<file path="src/rtl/pick_best_uv.sv">
// Chroma (U+V) RD mode decision: score = rate*lambda + 256*(disto+sd), keep the minimum.
// Latency: done rises 2 cycles after the last accepted in_valid (stage 1 product, stage 2 compare).
// Backpressure: none; in_valid may arrive every cycle, inputs outside COLLECT are dropped.
//
// Ports:
//   clk, rst_n       clock, asynchronous active-low reset
//   start, lambda    begin a new decision (aborts any running one), latch lambda
//   in_valid         rate/disto/sd valid for the next mode in arrival order
//   rate, disto, sd  per-mode rate and distortion terms (unsigned 32 b)
//   busy             decision in progress
//   best_mode/score/rate  current winner; final when done pulses
//   done             one-cycle pulse at the end of a decision
module pick_best_uv #(
   parameter int NUM_MODES = 4,
   parameter int MODE_W    = 2,
   parameter int LAMBDA_W  = 16,
   parameter int SCORE_W   = 64
) (
   input  logic                clk,
   input  logic                rst_n,
   input  logic                start,
   input  logic [LAMBDA_W-1:0] lambda,
   input  logic                in_valid,
   input  logic [31:0]         rate,
   input  logic [31:0]         disto,
   input  logic [31:0]         sd,
   output logic                busy,
   output logic [MODE_W-1:0]   best_mode,
   output logic [SCORE_W-1:0]  best_score,
   output logic [31:0]         best_rate,
   output logic                done
);

   localparam int PR_W = 32 + LAMBDA_W;
   localparam int PD_W = 41;
   localparam logic [MODE_W-1:0] LAST = MODE_W'(NUM_MODES - 1);

   typedef enum logic [1:0] {IDLE, COLLECT, DRAIN} state_t;

   state_t              state;
   logic [MODE_W-1:0]   cnt;
   logic [LAMBDA_W-1:0] lam_q;

   // stage 1 registers
   logic                s1_vld;
   logic [PR_W-1:0]     p_rate;
   logic [PD_W-1:0]     p_dist;
   logic [MODE_W-1:0]   s1_tag;
   logic [31:0]         s1_rate;

   logic                accept;
   logic [32:0]         dist_sum;
   logic [SCORE_W-1:0]  s2_score;

   // start takes priority, so an in_valid in the same cycle is dropped
   assign accept   = (state == COLLECT) && in_valid && !start;
   assign dist_sum = {1'b0, disto} + {1'b0, sd};
   assign s2_score = SCORE_W'(p_rate) + SCORE_W'(p_dist);

   always_ff @(posedge clk or negedge rst_n) begin
      if (!rst_n) begin
         state      <= IDLE;
         cnt        <= '0;
         lam_q      <= '0;
         s1_vld     <= 1'b0;
         p_rate     <= '0;
         p_dist     <= '0;
         s1_tag     <= '0;
         s1_rate    <= '0;
         busy       <= 1'b0;
         done       <= 1'b0;
         best_mode  <= '0;
         best_score <= '0;
         best_rate  <= '0;
      end else begin
         done <= 1'b0;
         if (start) begin
            // abort: flush the pipeline so no stale entry can raise done
            state  <= COLLECT;
            busy   <= 1'b1;
            cnt    <= '0;
            s1_vld <= 1'b0;
            lam_q  <= lambda;
         end else begin
            s1_vld <= accept;
            if (accept) begin
               p_rate  <= PR_W'(rate) * PR_W'(lam_q);
               p_dist  <= {dist_sum, 8'd0};
               s1_tag  <= cnt;
               s1_rate <= rate;
               cnt     <= cnt + 1'b1;
               if (cnt == LAST) state <= DRAIN;
            end
            if (s1_vld) begin
               // strict less-than: a tie keeps the earlier (lower) mode
               if (s1_tag == '0 || s2_score < best_score) begin
                  best_mode  <= s1_tag;
                  best_score <= s2_score;
                  best_rate  <= s1_rate;
               end
               if (s1_tag == LAST) begin
                  done  <= 1'b1;
                  busy  <= 1'b0;
                  state <= IDLE;
               end
            end
         end
      end
   end

endmodule

</file>
<file path="config.mk">
export PLATFORM = sky130hd
export DESIGN_NAME = pick_best_uv
export DESIGN_NICKNAME = d
export VERILOG_FILES = /design/src/rtl/pick_best_uv.sv
export SDC_FILE = /design/constraint.sdc
export NUM_CORES = 2
export LEC_CHECK = 0
export ABC_AREA = 1
export BUFFER_PORTS_ARGS = -buffer_cell sky130_fd_sc_hd__buf_4
export CAP_MARGIN = 10
export CORE_ASPECT_RATIO = 1.4
export CORE_MARGIN = 5
export CORE_UTILIZATION = 57
export CTS_BUF_LIST = sky130_fd_sc_hd__clkbuf_4 sky130_fd_sc_hd__clkbuf_8
export CTS_CLUSTER_SIZE = 12
export DETAILED_ROUTE_END_ITERATION = 10
export HOLD_SLACK_MARGIN = 0.06
export PLACE_DENSITY = 0.79
export SYNTH_ARGS = -nofsm -noshare
export SYNTH_HDL_FRONTEND = slang
export SYNTH_SLANG_ARGS = --single-unit
export TNS_END_PERCENT = 10
</file>
<file path="constraint.sdc">
create_clock -name clk -period 5.95 [get_ports clk]
set_input_delay 1.19 -clock clk [delete_from_list [all_inputs] [get_ports clk]]
set_output_delay 1.19 -clock clk [all_outputs]
set_load 0.1 [all_outputs]
</file>
==> results.json <==
{
  "hold_viol": 0,
  "wl_per_cell_um": 17.9,
  "dp_hpwl_um": 77700,
  "holdPathEnd": "s1_rate[16]",
  "root_buffer": "clkbuf_8",
  "clkTransAtPathRegs_ns": 0.05,
  "worstPathRequired_ns": 6.43,
  "cpMaxStageDelayCell": "fa_1",
  "synth_most_common_cell": "nand2_1",
  "seq_area_um2": 5530,
  "setup_viol": 0,
  "worst_pin_slew_ns": 0.966,
  "drt-pass1-iter-count": 6,
  "synth_edf_count": 0,
  "ctsHoldBuffers": 0,
  "drive_gt1_frac": 0.160,
  "synth_common_cells": "nand2_1, inv_1, fa_1",
  "timing.rr.end": "p_rate[44]",
  "crit_arrival_ns": 6.28,
  "r2r_start": "lam_q[12]",
  "clock_latency_ns": 0.61,
  "numCtsBuffers": 40,
  "grt_max_degree": 121,
  "port_buffers": 200,
  "ys_top_cells_by_area": "fa_1, dfrtp_1, nand2_1",
  "dieArea_um2": 59100,
  "worstHoldStart": "s1_rate[16]",
  "grt_pass1_wl_um": 151000,
  "placed_cell_area_um2": 35400,
  "whs_path_depth": 2,
  "min_period_over_period": 0.975,
  "drt-total-wl_um": 94100,
  "synth_ff_type": "dfrtp_1",
  "clockBufferDepth": 3,
  "num_vias": 28500,
  "grt_pass1_vias": 29500,
  "synth_cell_type_count": 45,
  "maxSlewViolCount": 0,
  "vias_per_cell": 5.41,
  "final-instance-count-excl-fill": 5256,
  "start_util": 0.573,
  "final_cell_area_um2": 36600,
  "ys_seq_elements": 221,
  "min_path_type": "flop to flop",
  "syn_avg_cell_area_um2": 7.34,
  "antenna_found_initial": 2,
  "yosys.area.top_type_share": 0.272,
  "r2r_cells": 24,
  "grt_usage": 0.323,
  "end_kind": "flop",
  "place.gp.congestion": 1.01,
  "drtAntennaViolNets": 0,
  "rows": 101,
  "die_h_um": 286,
  "synth-seq-area-share": 0.179,
  "n_fill_cell": 4508,
  "clock-sinks": 221,
  "cpMostUsedCell": "fa_1",
  "synth_area_um2": 30900,
  "core_area_um2": 54000,
  "async_reset_ff_frac": 1.00,
  "cp_cell_sequence": "buf_4 > buf_12 > nand2_1 > fa_1 > inv_1 > fa_1 > fa_1 > fa_1 > fa_1 > inv_1 > fa_1 > inv_1 > ha_4 > nand2_4 > o21ai_1 > a21oi_1 > o211ai_1 > buf_4 > nand2_1 > nand2_1 > nand2_1 > nand3_1 > nand2_1",
  "r2r_slack_ns": 0.20,
  "rsz0062_at_grt": "yes",
  "nets": 5278,
  "synth_top_area_cell": "fa_1",
  "crit_path_max_fanout": 8,
  "min_period_ns": 5.80,
  "die_x_um": 207,
  "grt_overflow_total": 0,
  "area_growth_pct": 18.3,
  "multi_input_area_um2": 22500,
  "max_freq_mhz": 172,
  "finalSetupTns_ns": 0,
  "htreeDepth": 2,
  "status": "finished clean",
  "path_class": "primary input to flop",
  "drc": 0,
  "yosysWarnings": 0,
  "dp.cells": 5184,
  "drt_iter0_drc": 1936,
  "max_slew_margin": 0.356,
  "synthCells": 4216,
  "maxCapViolations": 0,
  "crit_path_max_incr_delay_ns": 0.57,
  "ioPinCount": 216,
  "crit_buf_inv": 6,
  "cts_tree": "done",
  "cp-start-kind": "primary input",
  "skew_ns": 0.0419,
  "cp_top_family": "adder cells"
}
how the worst max path moves through the flow:
stage,endpoint,startpoint,cells after the start
6_report,p_rate[43],rate[10],23
5_1_grt,p_rate[46],rate[18],22
4_1_cts,p_rate[45],rate[7],22
3_5_place_dp,p_rate[47],rate[23],25
3_3_place_gp,p_rate[31],rate[7],23
2_1_floorplan,p_rate[20],rate[5],22
flip-flops by register name, indices dropped and copies added, names as in the netlist:
register / count
s1_vld: 1
s1_rate: 32
best_rate: 32
lam_q: 16
state: 2
done: 1
best_score: 49
busy: 1
p_dist: 33
s1_tag: 2
p_rate: 48
cnt: 2
best_mode: 2
timing repair:
item,in CTS,in global routing
buffers inserted,0,3
endpoints found under the setup margin,0,28
resized for setup,0,81
cell type report:
type | instances | area share
Sequential cell | 221 | 0.151
Inverter | 856 | 0.0879
Clock buffer | 57 | 0.0196
Timing Repair Buffer | 433 | 0.0988
Multi-Input combinational cell | 2956 | 0.615
Antenna cell | 1 | 0.0000684
Tap cell | 721 | 0.0247
Clock inverter | 11 | 0.00304
layout by cell type (no fill, tap or decap), types with 19 or more instances in the layout:
cell type / Yosys / layout
nand2_1: 1358 / 1291
inv_1: 852 / 845
fa_1: 420 / 404
buf_4: 24 / 396
dfrtp_1: 221 / 221
ha_1: 234 / 207
nand3_1: 197 / 196
nor2_1: 193 / 156
a21oi_1: 179 / 147
o21ai_0: 125 / 95
nand2_2: 3 / 50
clkbuf_8: 0 / 46
nand4_1: 33 / 33
xnor2_1: 30 / 30
a21oi_2: 2 / 30
o21ai_1: 8 / 26
xor2_1: 26 / 26
ha_4: 0 / 26
buf_12: 0 / 25
nor2_4: 0 / 20
a31oi_1: 20 / 19
nand2_4: 0 / 19
metrics by stage:
| stage | setup slack (ns) | util | hold WS [ns] |
|---|---|---|---|
| floorplan | -0.0367 | - | 0.443 |
| CTS | 0.129 | 0.672 | 0.474 |
| finish | 0.147 | 0.678 | 0.471 |
| global placement | -0.442 | 0.657 | 0.455 |
| detailed placement | -0.521 | 0.657 | 0.459 |
| global route | -0.0863 | 0.678 | 0.489 |
worst reg2reg max path: cells and delay by family (launching register included):
family          cells  cell delay (ns)
fa+ha+maj           7             3.50
simple gates        8             0.87
buf+inv             7             0.64
flops               1             0.40
compound gates      2             0.22
per-layer routing:
| metal | routed length [µm] | track usage | up-vias |
|---|---|---|---|
| met2 | 47900 | 0.567 | 1081 |
| met4 | 7170 | 0.199 | 0 |
| met1 | 33700 | 0.369 | 13800 |
| met3 | 5400 | 0.0431 | 347 |
| li1 | - | - | 13300 |
| met5 | 0 | 0 | - |
cell families (layout without fill, tap and decap cells):
family,count (synthesis),count (layout),share of synthesized area
compound gates,392,392,0.0694
other cells,1,16,0.000121
simple gates,1839,1839,0.238
fa+ha+maj,654,654,0.367
buf+inv,1053,1357,0.131
flops,221,221,0.179
xor+xnor,56,56,0.0159
Power is not shown: default switching activity piles up to over one toggle a cycle in this logic, so the estimate is an artifact.
